==> config.mk <==
export PLATFORM = sky130hd
export DESIGN_NAME = ptr_cl_rsp
export DESIGN_NICKNAME = d
export VERILOG_FILES = /design/src/rtl/ptr_cl_pkg.sv /design/src/rtl/ptr_cl_rsp_fifo.sv /design/src/rtl/ptr_cl_rsp.sv
export SDC_FILE = /design/constraint.sdc
export NUM_CORES = 1
export LEC_CHECK = 0
export BUFFER_PORTS_ARGS = -buffer_cell sky130_fd_sc_hd__clkbuf_2
export CAP_MARGIN = 20
export CORE_ASPECT_RATIO = 0.9
export CORE_MARGIN = 3
export CORE_UTILIZATION = 55
export DETAILED_ROUTE_END_ITERATION = 10
export PLACE_DENSITY = 0.75
export SLEW_MARGIN = 20
export SYNTH_ARGS = -nofsm -noshare
export SYNTH_HDL_FRONTEND = slang
export SYNTH_SLANG_ARGS = --single-unit
==> constraint.sdc <==
create_clock -name clk -period 3.1 [get_ports clk]
set_input_delay 0.62 -clock clk [delete_from_list [all_inputs] [get_ports clk]]
set_output_delay 0.62 -clock clk [all_outputs]
set_load 0.01 [all_outputs]
==> src/rtl/ptr_cl_pkg.sv <==
// ptr_cl_pkg -- definitions shared by the cacheline response tracker and its bench.
//   TAG_WIDTH_DEF : default width of a cacheline request tag
//   STAT_WIDTH    : width of the optional statistics counters
//   cl_rsp_t      : {tag, err} layout of one response entry at the default tag width
package ptr_cl_pkg;

  localparam int TAG_WIDTH_DEF = 8;
  localparam int STAT_WIDTH    = 32;

  typedef struct packed {
    logic [TAG_WIDTH_DEF-1:0] tag;
    logic                     err;
  } cl_rsp_t;

endpackage

==> src/rtl/ptr_cl_rsp_fifo.sv <==
// ptr_cl_rsp_fifo -- synchronous FIFO with first-word fall-through read.
//   clk, reset     : clock, asynchronous active-high reset (pointers only)
//   push/push_data : write one entry when not full
//   pop/pop_data   : pop_data always shows the head entry; pop advances it when not empty
//   full/empty     : occupancy flags derived from pointers carrying one extra wrap bit
module ptr_cl_rsp_fifo #(
  parameter int width = 8,
  parameter int depth = 4
) (
  input  logic             clk,
  input  logic             reset,
  input  logic             push,
  input  logic [width-1:0] push_data,
  input  logic             pop,
  output logic [width-1:0] pop_data,
  output logic             full,
  output logic             empty
);

  localparam int AW = $clog2(depth);

  logic [AW:0]      wr_ptr;
  logic [AW:0]      rd_ptr;
  logic [width-1:0] mem [depth];

  logic do_push;
  logic do_pop;

  assign do_push = push && !full;
  assign do_pop  = pop && !empty;

  // NOTE: sequential state uses non-blocking (<=) so every flop samples
  // pre-edge values regardless of the order the always blocks are evaluated.
  always_ff @(posedge clk or posedge reset) begin
    if (reset) begin
      wr_ptr <= '0;
      rd_ptr <= '0;
    end else begin
      if (do_push) wr_ptr <= wr_ptr + (AW+1)'(1);
      if (do_pop)  rd_ptr <= rd_ptr + (AW+1)'(1);
    end
  end

  // NOTE: storage is deliberately not reset; emptiness comes from the pointers,
  // so stale contents are never observed and the array maps onto plain RAM.
  always_ff @(posedge clk) begin
    if (do_push) mem[wr_ptr[AW-1:0]] <= push_data;
  end

  // Same low bits: equal wrap bits mean empty, different wrap bits mean full.
  assign empty    = (wr_ptr == rd_ptr);
  assign full     = (wr_ptr[AW] != rd_ptr[AW]) && (wr_ptr[AW-1:0] == rd_ptr[AW-1:0]);
  assign pop_data = mem[rd_ptr[AW-1:0]];

endmodule

==> src/rtl/ptr_cl_rsp.sv <==
// ptr_cl_rsp -- tracks cacheline reads from ptr_st: issues them to memory,
// matches in-order memory completions to their tags and returns {tag, err}
// responses in acceptance order.
//   clk, reset                    : clock, asynchronous active-high reset
//   i_clreq_v/i_clreq_r/i_clreq_tag : request from ptr_st
//   o_mem_v/o_mem_r/o_mem_tag     : memory read issue (held until o_mem_r)
//   i_mem_rsp_v/i_mem_rsp_err     : memory completion, issue order, no backpressure
//   o_clrsp_v/o_clrsp_r           : response to ptr_st
//   o_clrsp_tag/o_clrsp_err       : response payload
//   o_idle                        : nothing outstanding
//   o_proto_err                   : sticky, completion arrived with nothing outstanding
//   o_stat_req/o_stat_full        : saturating statistics, only with PTR_CL_RSP_STAT_EN
module ptr_cl_rsp
  import ptr_cl_pkg::*;
#(
  parameter int tag_width = TAG_WIDTH_DEF,
  parameter int depth     = 4
) (
  input  logic                 clk,
  input  logic                 reset,
  input  logic                 i_clreq_v,
  output logic                 i_clreq_r,
  input  logic [tag_width-1:0] i_clreq_tag,
  output logic                 o_mem_v,
  input  logic                 o_mem_r,
  output logic [tag_width-1:0] o_mem_tag,
  input  logic                 i_mem_rsp_v,
  input  logic                 i_mem_rsp_err,
  output logic                 o_clrsp_v,
  input  logic                 o_clrsp_r,
  output logic [tag_width-1:0] o_clrsp_tag,
  output logic                 o_clrsp_err,
  output logic                 o_idle,
  output logic                 o_proto_err
`ifdef PTR_CL_RSP_STAT_EN
  ,
  output logic [STAT_WIDTH-1:0] o_stat_req,
  output logic [STAT_WIDTH-1:0] o_stat_full
`endif
);

  localparam int CW = $clog2(depth) + 1;

  logic [CW-1:0] cnt;
  logic [CW-1:0] cnt_next;
  logic          rdy_en;
  logic          req_hs;
  logic          rsp_hs;
  logic          cnt_full;

  logic                 tag_full;
  logic                 tag_empty;
  logic [tag_width-1:0] tag_head;
  logic                 rsp_full;
  logic                 rsp_empty;
  logic [tag_width:0]   rsp_head;
  logic                 mem_rsp_ok;

  assign cnt_full = (cnt == CW'(depth));
  assign req_hs   = i_clreq_v && i_clreq_r;
  assign rsp_hs   = o_clrsp_v && o_clrsp_r;

  // rdy_en holds ready low through reset and rises on the first edge after it.
  assign i_clreq_r = rdy_en && !cnt_full && !tag_full && (!o_mem_v || o_mem_r);

  // A completion is only meaningful when a tag is waiting for it.
  assign mem_rsp_ok = i_mem_rsp_v && !tag_empty && !rsp_full;

  // NOTE: every signal assigned in always_comb gets a default first,
  // otherwise a missed branch infers a latch.
  always_comb begin
    cnt_next = cnt;
    case ({req_hs, rsp_hs})
      2'b10:   cnt_next = cnt + CW'(1);
      2'b01:   cnt_next = cnt - CW'(1);
      default: cnt_next = cnt;
    endcase
  end

  always_ff @(posedge clk or posedge reset) begin
    if (reset) begin
      cnt         <= '0;
      rdy_en      <= 1'b0;
      o_mem_v     <= 1'b0;
      o_mem_tag   <= '0;
      o_proto_err <= 1'b0;
    end else begin
      cnt    <= cnt_next;
      rdy_en <= 1'b1;
      if (req_hs) begin
        o_mem_v   <= 1'b1;
        o_mem_tag <= i_clreq_tag;
      end else if (o_mem_r) begin
        o_mem_v <= 1'b0;
      end
      if (i_mem_rsp_v && !mem_rsp_ok) o_proto_err <= 1'b1;
    end
  end

  ptr_cl_rsp_fifo #(
    .width (tag_width),
    .depth (depth)
  ) u_tag_fifo (
    .clk       (clk),
    .reset     (reset),
    .push      (req_hs),
    .push_data (i_clreq_tag),
    .pop       (mem_rsp_ok),
    .pop_data  (tag_head),
    .full      (tag_full),
    .empty     (tag_empty)
  );

  ptr_cl_rsp_fifo #(
    .width (tag_width + 1),
    .depth (depth)
  ) u_rsp_fifo (
    .clk       (clk),
    .reset     (reset),
    .push      (mem_rsp_ok),
    .push_data ({tag_head, i_mem_rsp_err}),
    .pop       (rsp_hs),
    .pop_data  (rsp_head),
    .full      (rsp_full),
    .empty     (rsp_empty)
  );

  // The registered push makes a response visible exactly one cycle after its completion.
  assign o_clrsp_v   = !rsp_empty;
  assign o_clrsp_tag = rsp_head[tag_width:1];
  assign o_clrsp_err = rsp_head[0];
  assign o_idle      = (cnt == '0);

`ifdef PTR_CL_RSP_STAT_EN
  always_ff @(posedge clk or posedge reset) begin
    if (reset) begin
      o_stat_req  <= '0;
      o_stat_full <= '0;
    end else begin
      if (req_hs && (o_stat_req != '1))
        o_stat_req <= o_stat_req + STAT_WIDTH'(1);
      if (i_clreq_v && cnt_full && (o_stat_full != '1))
        o_stat_full <= o_stat_full + STAT_WIDTH'(1);
    end
  end
`else
  // Statistics counters are not built in this configuration.
`endif

endmodule
==> impl_metrics.yaml <==
run_status:
  run_status: "finished, final reports clean"
synthesis:
  nets_in_the_synthesized_netlist: 227
  ys.warnings.count: 0
  synthTopCellsByCount: "sky130_fd_sc_hd__edfxtp_1 (68), sky130_fd_sc_hd__dfrtp_1 (26), sky130_fd_sc_hd__ha_1 (11), sky130_fd_sc_hd__inv_1 (11), sky130_fd_sc_hd__xnor2_1 (10)"
  number_of_synthesized_flops_with_an_enable_pin: 68
  synth_sequential_area_ratio_pct: 69.1
  synth.top_cells.by_area: "sky130_fd_sc_hd__edfxtp_1 (52%), sky130_fd_sc_hd__dfrtp_1 (17%), sky130_fd_sc_hd__mux4_1 (5.4%)"
  area_share_of_fa_ha_maj_cells_after_synthesis_pct: 4.05
  ys_ff_latch: 94
  synthesis.instances: 200
  async_flop_share_pct: 27.7
  syn_avg_cell_area_um2: 19.5
  synth_cell_type_count: 39
  synth-main-ff-cell: "sky130_fd_sc_hd__edfxtp_1"
  syn-cell-area_um2: 3900
  synth_compound_area_share_pct: 0.514
  combinational_family_with_the_most_area_after_synthesis: "multiplexers"
  synth_most_common_cell: "sky130_fd_sc_hd__edfxtp_1"
  synth-xor-area-share_pct: 4.27
  synth_top_cell_by_area: "sky130_fd_sc_hd__edfxtp_1"
  synthMuxAreaShare_pct: 15.1
  synth_largest_type_area_fraction_pct: 52.4
  synth-simple-area-share_pct: 4.85
min_path:
  worst_hold_check_path_type: "input port to asynchronous set/reset pin"
clocking:
  insertion_delay_ns: 0.35
  clock_tree.htree_level_count: 3
  post_cts_resized: 0
  cts_inserted_buffers: 9
  cts_tree: "yes"
  cts_max_path_buffers: 2
  cts-hold-fix-buffers: 0
  cts_num_sinks: 94
  clockRootBuffer: "sky130_fd_sc_hd__clkbuf_8"
  clock_transition_at_the_registers_of_the_reported_paths_ns: 0.08
  post_cts_buffers: 0
routing:
  vias_per_cell: 5.28
  routed_wire_length_per_instance_um: 17.0
  routed-via-count: 1796
  number_of_violations_reported_at_the_end_of_detailed_routing_iteration_0: 57
  detail_route.drc_violations: 0
  first_pass_iteration_count_of_the_detailed_router: 4
  wirelength_mm: 5.78
  detail-route-antenna-nets: 0
setup_path:
  timing.critical_path.from_type: "flip-flop"
  required_ns: 3.37
  worst_ep_arrival_time_ns: 2.73
  critPathKind: "flip-flop to flip-flop"
  worst_setup_path_end_kind: "flip-flop"
  reg2reg_setup_slack_ns: 0.64
  setup.worst_path.start: "u_tag_fifo.rd_ptr[1]"
  worstReg2RegStart: "u_tag_fifo.rd_ptr[1]"
  crit_fanout: 14
sta:
  tmin_final_ns: 2.46
  max_freq_ghz: 0.407
  rsz0062_at_grt: "no"
  final-max-slew-violation-count: 0
  setup-tns-final_ns: 0
  relSlewSlack_pct: 37.8
  finalSetupViolations: 0
  final.period_utilization_pct: 79.3
  hold_viol: 0
  fin_skew_ns: 0.00491
  worstMarginPinSlew_ns: 0.927
floorplanning:
  rows: 28
  design.core.area_um2: 6730
  io_pins: 37
  fp.dieW_um: 94.7
  floorplan.die_area_um2: 8130
  initial_core_util_pct: 57.9
  die_y_um: 85.8
flow_run:
  maxCapViolations: 0
layout:
  post-route-util_pct: 64.8
  final_cell_area_um2: 4360
  num-nets-final: 272
  drive_above_1_share_pct: 31.6
  num_antenna_cells: 0
  layout-area-overhead-vs-synth_pct: 11.9
  final_standard_cell_count_with_taps_included_and_fillers_excluded: 340
  layout.filler_cells: 493
power_and_ir_drop:
  worst_ir_drop_vdd_mv: 0.509
  cellPowerDensity_nw_per_um2: 1010
  p_leak_nw: 1.69
grt:
  grt_pass1_wl_mm: 9.78
  overflow_after_grt: 0
  grt_start_max_net_pins: 27
  grt_pass1_vias: 1930
  grt_antenna_before_repair: 0
  grtUsageTotal_pct: 16.4
place:
  hpwl_mm: 3.91
  placedCellCount: 324
  detailed_place.area_um2: 4170
  gp_routability_congestion: 0.702
  io_buffer_count: 36
[routing by layer]
metal	global-route usage [%]	up-vias	part of all wire, %
li1	-	849	-
met1	22.8	899	47
met2	25.4	45	48
met3	5.44	3	4.7
met4	4.33	0	0.55
met5	0	-	0
[critical path: stages (launching register included)]
cell	delay (ns)
sky130_fd_sc_hd__dfrtp_1	0.65
sky130_fd_sc_hd__xor2_2	0.20
sky130_fd_sc_hd__nor3_4	0.28
sky130_fd_sc_hd__nor2_4	0.14
sky130_fd_sc_hd__inv_1	0.10
sky130_fd_sc_hd__ha_1	0.18
sky130_fd_sc_hd__inv_1	0.06
sky130_fd_sc_hd__fa_1	0.37
sky130_fd_sc_hd__xor2_1	0.15
sky130_fd_sc_hd__nor2_1	0.11
sky130_fd_sc_hd__xor2_1	0.15
[placed cells by master, fill, tap and decap left out, types with 2 or more instances in the layout]
cell                         synthesis  layout
sky130_fd_sc_hd__clkinvlp_4          0       2
sky130_fd_sc_hd__clkinv_1            0       3
sky130_fd_sc_hd__mux2_4              5       5
sky130_fd_sc_hd__nand3_1             4       4
sky130_fd_sc_hd__buf_4               1       3
sky130_fd_sc_hd__xor2_1              4       4
sky130_fd_sc_hd__edfxtp_1           68      68
sky130_fd_sc_hd__ha_1               11      11
sky130_fd_sc_hd__mux2i_1             2       2
sky130_fd_sc_hd__mux4_2              9       9
sky130_fd_sc_hd__clkbuf_8            0       9
sky130_fd_sc_hd__clkbuf_2            0      36
sky130_fd_sc_hd__nor2_1              2       2
sky130_fd_sc_hd__dfrtp_1            26      26
sky130_fd_sc_hd__inv_1              11      10
sky130_fd_sc_hd__and2_1              4       4
sky130_fd_sc_hd__mux4_1              8       8
sky130_fd_sc_hd__mux2_2              5       5
sky130_fd_sc_hd__and3_1              3       3
sky130_fd_sc_hd__xnor2_1            10      10
sky130_fd_sc_hd__mux2_1              2       2
sky130_fd_sc_hd__nand2_1             3       3
[state kept, by name, indices dropped and copies added, names as in the netlist]
name               flops
o_mem_v                1
u_tag_fifo.mem        32
u_tag_fifo.wr_ptr      3
o_mem_tag              8
u_rsp_fifo.rd_ptr      3
u_tag_fifo.rd_ptr      3
o_proto_err            1
u_rsp_fifo.wr_ptr      3
u_rsp_fifo.mem        36
cnt                    3
rdy_en                 1
[final timing paths]
kind	cells past startpoint	endpoint
hold reg to reg	1	o_proto_err
setup / recovery	10	cnt[2]
min in group clk	1	o_proto_err
setup reg to reg	10	cnt[2]
hold / removal	2	u_tag_fifo.wr_ptr[1]
max in group asynchronous	2	u_rsp_fifo.wr_ptr[0]
[through the flow]
| stage | power [mW] | worst slack (ns) | hold WS, ns |
|---|---|---|---|
| finish | 4.40 | 0.642 | 0.331 |
| global route | 4.71 | 0.410 | 0.376 |
| CTS | 4.47 | 0.597 | 0.463 |
| detailed placement | 3.69 | 0.618 | 0.444 |
| global placement | 3.61 | 0.677 | 0.439 |
| floorplan | 3.23 | 0.779 | 0.455 |
[cell type report]
cell class | count | area (um2) | area share, %
clock buffer | 10 | 128 | 2.93
sequential | 94 | 2690 | 61.7
tap | 90 | 113 | 2.58
inverter | 11 | 41.3 | 0.947
timing repair buffer | 39 | 203 | 4.65
multi-input combinational | 90 | 1120 | 25.8
clock inverter | 6 | 61.3 | 1.41
[report_power, final]
| part | total (mW) | leakage (nW) | switching [mW] | internal (mW) |
|---|---|---|---|---|
| registers | 2.05 | 0.922 | 0.244 | 1.81 |
| logic | 1.57 | 0.677 | 0.792 | 0.778 |
| clock network | 0.773 | 0.0880 | 0.402 | 0.371 |
| total | 4.40 | 1.69 | 1.44 | 2.96 |
[logic make-up (layout without fill, tap and decap cells)]
| kind of cell | after synthesis | in the layout |
|---|---|---|
| buf+inv | 16 | 66 |
| simple gates | 27 | 27 |
| flops | 94 | 94 |
| mux | 31 | 31 |
| compound gates | 3 | 3 |
| xor+xnor | 16 | 16 |
| other cells | 1 | 1 |
| fa+ha+maj | 12 | 12 |
Note: power is estimated with default switching activity, not from simulation.
